### config.mk
export PLATFORM = sky130hd
export DESIGN_NAME = mem_port_req_buffer
export DESIGN_NICKNAME = d
export VERILOG_FILES = /design/src/rtl/mem_port_pkg.sv /design/src/rtl/mem_req_fifo.sv /design/src/rtl/mem_port_req_buffer.sv
export SDC_FILE = /design/constraint.sdc
export NUM_CORES = 2
export LEC_CHECK = 0
export BUFFER_PORTS_ARGS = -buffer_cell sky130_fd_sc_hd__buf_2
export CELL_PAD_IN_SITES_DETAIL_PLACEMENT = 1
export CELL_PAD_IN_SITES_GLOBAL_PLACEMENT = 2
export CORE_AREA = 3 3 422 424
export DETAILED_ROUTE_END_ITERATION = 10
export DIE_AREA = 0 0 425 427
export PLACE_DENSITY = 0.68
export SYNTH_ARGS = -nofsm -noshare
export SYNTH_HDL_FRONTEND = slang
export SYNTH_SLANG_ARGS = --single-unit
### constraint.sdc
create_clock -name clk -period 22.8 [get_ports clk]
set_clock_uncertainty 0.05 [all_clocks]
set_input_delay 0 -clock clk [delete_from_list [all_inputs] [get_ports clk]]
set_output_delay 0 -clock clk [all_outputs]
set_load 0.02 [all_outputs]
### src/rtl/mem_port_pkg.sv
// Shared definitions for the memory arbiter client ports: default bus widths,
// read/write encoding and the request-buffer FSM state type.
package mem_port_pkg;

   localparam int DATA_W_DEF = 256;
   localparam int ADDR_W_DEF = 28;

   localparam logic RW_READ  = 1'b0;
   localparam logic RW_WRITE = 1'b1;

   typedef enum logic [1:0] {
      ST_IDLE  = 2'd0,
      ST_ISSUE = 2'd1,
      ST_GAP   = 2'd2
   } mem_port_state_e;

   // Width of an occupancy counter that must reach DEPTH itself.
   function automatic int count_w(input int depth);
      return $clog2(depth) + 1;
   endfunction

endpackage

### src/rtl/mem_req_fifo.sv
// Synchronous FIFO holding queued client requests.
// Ports:
//   clk, rst        clock, synchronous active-low reset
//   push, pop       enqueue / dequeue strobes (ignored when full / empty)
//   din, dout       entry in, head entry out (dout valid while !empty)
//   full, empty     occupancy flags
//   count           entries currently stored, 0..DEPTH
module mem_req_fifo
   import mem_port_pkg::*;
#(
   parameter int W     = 8,
   parameter int DEPTH = 4
) (
   input  logic                      clk,
   input  logic                      rst,
   input  logic                      push,
   input  logic                      pop,
   input  logic [W-1:0]              din,
   output logic [W-1:0]              dout,
   output logic                      full,
   output logic                      empty,
   output logic [count_w(DEPTH)-1:0] count
);

   localparam int PTR_W = $clog2(DEPTH);
   localparam int CNT_W = count_w(DEPTH);

   logic [W-1:0]     mem [DEPTH];
   logic [PTR_W-1:0] wr_ptr;
   logic [PTR_W-1:0] rd_ptr;
   logic             push_ok;
   logic             pop_ok;

   assign full    = (count == CNT_W'(DEPTH));
   assign empty   = (count == '0);
   assign push_ok = push & ~full;
   assign pop_ok  = pop & ~empty;
   assign dout    = mem[rd_ptr];

   // Pointers wrap naturally because DEPTH is a power of two.
   always_ff @(posedge clk) begin
      if (!rst) begin
         wr_ptr <= '0;
         rd_ptr <= '0;
         count  <= '0;
      end else begin
         if (push_ok) wr_ptr <= wr_ptr + 1'b1;
         if (pop_ok)  rd_ptr <= rd_ptr + 1'b1;
         case ({push_ok, pop_ok})
            2'b10:   count <= count + 1'b1;
            2'b01:   count <= count - 1'b1;
            default: count <= count;
         endcase
      end
   end

   // Storage needs no reset; an entry is only read after it has been written.
   always_ff @(posedge clk) begin
      if (push_ok) mem[wr_ptr] <= din;
   end

endmodule

### src/rtl/mem_port_req_buffer.sv
// Request buffer in front of one arbiter client port. Queues client read/write
// requests, issues them in order on the mem_valid/mem_ready handshake, returns
// one response pulse per completion and flags stray completions.
// Ports:
//   clk, rst                        clock, synchronous active-low reset
//   req_valid/ready/rw/addr/wdata   client request side (ready = !full)
//   rsp_valid/rw/rdata              one-cycle response; rdata updates on reads only
//   fill_level                      queued entries including the one in issue
//   protocol_err                    sticky: mem_ready_data seen outside ISSUE
//   mem_valid_data/rw/addr/wr       registered request to arbiter
//   mem_ready_data, mem_data_rd     completion pulse and read data from arbiter
//
// state | meaning
// IDLE  | nothing in flight; issue head as soon as FIFO is non-empty
// ISSUE | request presented, mem_* held stable until mem_ready_data
// GAP   | one forced valid-low cycle after a completion
module mem_port_req_buffer
   import mem_port_pkg::*;
#(
   parameter int DATA_W = DATA_W_DEF,
   parameter int ADDR_W = ADDR_W_DEF,
   parameter int DEPTH  = 4
) (
   input  logic                      clk,
   input  logic                      rst,
   input  logic                      req_valid,
   output logic                      req_ready,
   input  logic                      req_rw,
   input  logic [ADDR_W-1:0]         req_addr,
   input  logic [DATA_W-1:0]         req_wdata,
   output logic                      rsp_valid,
   output logic                      rsp_rw,
   output logic [DATA_W-1:0]         rsp_rdata,
   output logic [count_w(DEPTH)-1:0] fill_level,
   output logic                      protocol_err,
   output logic                      mem_valid_data,
   output logic                      mem_rw_data,
   output logic [ADDR_W-1:0]         mem_data_addr,
   output logic [DATA_W-1:0]         mem_data_wr,
   input  logic                      mem_ready_data,
   input  logic [DATA_W-1:0]         mem_data_rd
);

   localparam int ENT_W = 1 + ADDR_W + DATA_W;

   mem_port_state_e state, state_nxt;

   logic             push;
   logic             pop;
   logic             load_head;
   logic             err_set;
   logic             full;
   logic             empty;
   logic [ENT_W-1:0] head;
   logic             head_rw;
   logic [ADDR_W-1:0] head_addr;
   logic [DATA_W-1:0] head_wdata;

   // No pass-through: a full FIFO refuses the push even if a pop happens this edge.
   assign push      = req_valid & ~full;
   assign req_ready = ~full;
   assign {head_rw, head_addr, head_wdata} = head;

   mem_req_fifo #(
      .W     (ENT_W),
      .DEPTH (DEPTH)
   ) u_fifo (
      .clk   (clk),
      .rst   (rst),
      .push  (push),
      .pop   (pop),
      .din   ({req_rw, req_addr, req_wdata}),
      .dout  (head),
      .full  (full),
      .empty (empty),
      .count (fill_level)
   );

   always_ff @(posedge clk) begin
      if (!rst) state <= ST_IDLE;
      else      state <= state_nxt;
   end

   always_comb begin
      state_nxt = state;
      case (state)
         ST_IDLE:  if (!empty) state_nxt = ST_ISSUE;
         ST_ISSUE: if (mem_ready_data) state_nxt = ST_GAP;
         ST_GAP:   state_nxt = empty ? ST_IDLE : ST_ISSUE;
         default:  state_nxt = ST_IDLE;
      endcase
   end

   // In GAP the FIFO has already popped, so head is the next request.
   always_comb begin
      load_head = 1'b0;
      pop       = 1'b0;
      err_set   = 1'b0;
      case (state)
         ST_IDLE: begin
            load_head = ~empty;
            err_set   = mem_ready_data;
         end
         ST_ISSUE: pop = mem_ready_data;
         ST_GAP: begin
            load_head = ~empty;
            err_set   = mem_ready_data;
         end
         default: ;
      endcase
   end

   always_ff @(posedge clk) begin
      if (!rst) begin
         mem_valid_data <= 1'b0;
         mem_rw_data    <= RW_READ;
         mem_data_addr  <= '0;
         mem_data_wr    <= '0;
         rsp_valid      <= 1'b0;
         rsp_rw         <= RW_READ;
         rsp_rdata      <= '0;
         protocol_err   <= 1'b0;
      end else begin
         rsp_valid <= pop;
         if (load_head) begin
            mem_valid_data <= 1'b1;
            mem_rw_data    <= head_rw;
            mem_data_addr  <= head_addr;
            mem_data_wr    <= head_wdata;
         end else if (pop) begin
            mem_valid_data <= 1'b0;
         end
         if (pop) begin
            rsp_rw <= mem_rw_data;
            if (mem_rw_data == RW_READ) rsp_rdata <= mem_data_rd;
         end
         if (err_set) protocol_err <= 1'b1;
      end
   end

endmodule

==> flow_summary.toml <==
[sta]
min_period_ns = 4.53
setup_viol = 0
slew_viol_final = 0
setup_tns_ns = 0
max_freq_mhz = 221
fin_crit_sh_pct = 19.9
relSlewSlack_pct = 26.0
tightest_slew_ns = 1.11
rsz0062_at_grt = "false"
hold_viol = 0

[final_layout]
fill_cells = 17200
fin_area_mm2 = 0.0849
layout_commonest_cell = "dlygate4sd3_1"
utilization_pct = 48.8
area_delta_synth_final_pct = 43.5
drive_gt1_share_pct = 29.4
final_cell_mix = "dlygate4sd3_1, edfxtp_1, buf_2, dfxtp_1, nand2_1"
final_nets = 6185

[clock_network]
tritoncts = "done"
cts_buffers = 180
clk_path_buf_depth = 3
cts_setup_buffers = 0
clk_latency_ns = 0.80
clkTransAtPathRegs_ns = 0.06
root_buffer = "clkbuf_16"
cts_resized = 0
cts_hold_buf = 1227
cts.sinks = 1694
cts_max_level = 4

[routing]
antenna_left = 0
first_iter_violations = 2461
drt_pass1_iterations = 5
wl_um = 210000
num_vias = 39700
via_per_inst = 4.87
drcViolationCount = 0
wire_per_inst_um = 25.8

[place]
gp_congestion = 0.826
place_hpwl_um = 129000
dpl-instance-area_mm2 = 0.0666
io_buffers = 1093

[floorplan]
core_area_mm2 = 0.174
die-area_mm2 = 0.181
rows = 153
pin_count = 1094
start_util_pct = 34.0
dieHeight_um = 427
die_w_um = 425

[synth]
syn_area_mm2 = 0.0592
synth_cells = 3304
synth_nets = 3855
ys_types = 35
avgSynthCellArea_um2 = 17.9
synth_warnings = 0
seq_area_frac_synth_pct = 76.6
synth-seq-cells = 1694

[global_route]
grt_overflow = 0
grt.total_usage_pct = 22.7
grt_pass1_wl_um = 304000
antenna_found_initial = 54
grt_max_degree = 185
grt_pass1_vias = 43400

[power]
p_leak_nw = 31.8
irDropWorstVdd_mv = 0.0844
p_per_area_mw_per_mm2 = 90.2

[setup_path]
timing.critical_path.arrival_ns = 5.17
crit_fanout = 63
crit_required_ns = 23.44
crit_type = "register to register"
cp-start-kind = "register"
crit_path_end_kind = "register"

[flow_run]
drv_cap = 0

[outcome]
status = "complete, no violations"

[worst_hold_path]
hold_path_class = "input port to register"
cell families after synthesis:
kind of cell	synth area share, %
flip-flops	76.6
AO/OA/AOI/OAI	6.53
AND/OR/NAND/NOR	3.54
multiplexers	10.9
buffers and inverters	2.29
adder cells (fa/ha/maj)	0.140
XOR/XNOR	0.0296
cell type report:
cell class	instances	area [µm²]	area share, %
inverter	5	26.3	0.0309
timing repair buffer	2365	18100	21.3
multi-input combinational	1388	12500	14.8
clock inverter	72	774	0.912
clock buffer	265	5130	6.04
tap	2325	2910	3.43
sequential	1694	45300	53.4
antenna	40	100	0.118
critical path: stages, from the launching register on:
cell and delay, ns:
dfxtp_4 1.02, buf_4 0.79, buf_4 0.85, buf_4 0.83
mux4_2 0.43, a22o_1 0.21
final timing paths:
check	startpoint	slack, ns	endpoint	cells past startpoint
hold / removal	mem_data_rd[250]	0.07	rsp_rdata[250]	4
setup reg to reg	u_fifo.rd_ptr[1]	18.27	mem_data_wr[56]	5
setup / recovery	u_fifo.rd_ptr[1]	18.27	mem_data_wr[56]	5
hold reg to reg	rsp_rdata[164]	0.40	rsp_rdata[164]	2
layer usage:
layer  part of all wire, %  vias up  track usage (%)
li1                      -    17600                -
met1                    36    20400             24.4
met2                    51     1274             40.3
met3                   6.0      433             5.41
met4                   6.7       24             13.8
met5                 0.078        -                0
through the flow:
stage	hold WS (ns)	cells	power [mW]	setup slack, ns
finish	0.0687	8154	7.66	18.27
global route	0.0301	8140	7.95	17.93
CTS	0.00361	8114	7.73	18.15
detailed placement	0.166	6550	4.61	18.13
global placement	0.163	6550	4.59	18.16
floorplan	0.0489	3304	4.21	14.54
sequential cells by signal, indices dropped and copies added, names as in the netlist, 2 cells and up:
register and count:
u_fifo.wr_ptr 2, state 2, u_fifo.count 3, u_fifo.rd_ptr 2
u_fifo.mem 1140, rsp_rdata 256, mem_data_wr 256, mem_data_addr 28
Yosys cell counts:
| cell | instances | area share (%) |
|---|---|---|
| edfxtp_1 | 1140 | 58 |
| dfxtp_1 | 554 | 19 |
| nand2_1 | 513 | 3.3 |
| a22o_1 | 285 | 4.2 |
| mux4_2 | 285 | 11 |
| a21oi_1 | 262 | 2.2 |
| clkbuf_1 | 84 | 0.53 |
| buf_6 | 50 | 0.95 |
| buf_2 | 49 | 0.41 |
| buf_4 | 17 | 0.22 |
| buf_1 | 15 | 0.095 |
| nor2_1 | 9 | 0.057 |
| ha_1 | 5 | 0.11 |
| and3_1 | 4 | 0.042 |
| inv_1 | 4 | 0.025 |
| a21o_1 | 2 | 0.025 |
| buf_8 | 2 | 0.051 |
| mux2i_1 | 2 | 0.034 |
| nand3_1 | 2 | 0.017 |
| nor3_4 | 2 | 0.055 |
| o21a_1 | 2 | 0.025 |
| o21ai_0 | 2 | 0.017 |
| or3_1 | 2 | 0.021 |
| a2bb2oi_1 | 1 | 0.015 |
| and4bb_2 | 1 | 0.021 |
| fa_1 | 1 | 0.034 |
| inv_2 | 1 | 0.0063 |
| nand3b_1 | 1 | 0.013 |
| nand4bb_1 | 1 | 0.019 |
| nor3_1 | 1 | 0.0084 |
| o31ai_1 | 1 | 0.013 |
| or3b_2 | 1 | 0.015 |
| or4_1 | 1 | 0.013 |
| xnor2_1 | 1 | 0.015 |
| xor2_1 | 1 | 0.015 |
report_power, final:
group | internal [mW] | switching, mW | total (mW)
Sequential | 3.51 | 0.119 | 3.63
Clock | 1.70 | 1.23 | 2.93
Combinational | 0.444 | 0.657 | 1.10
No activity file was read; power rests on OpenSTA's default activity.
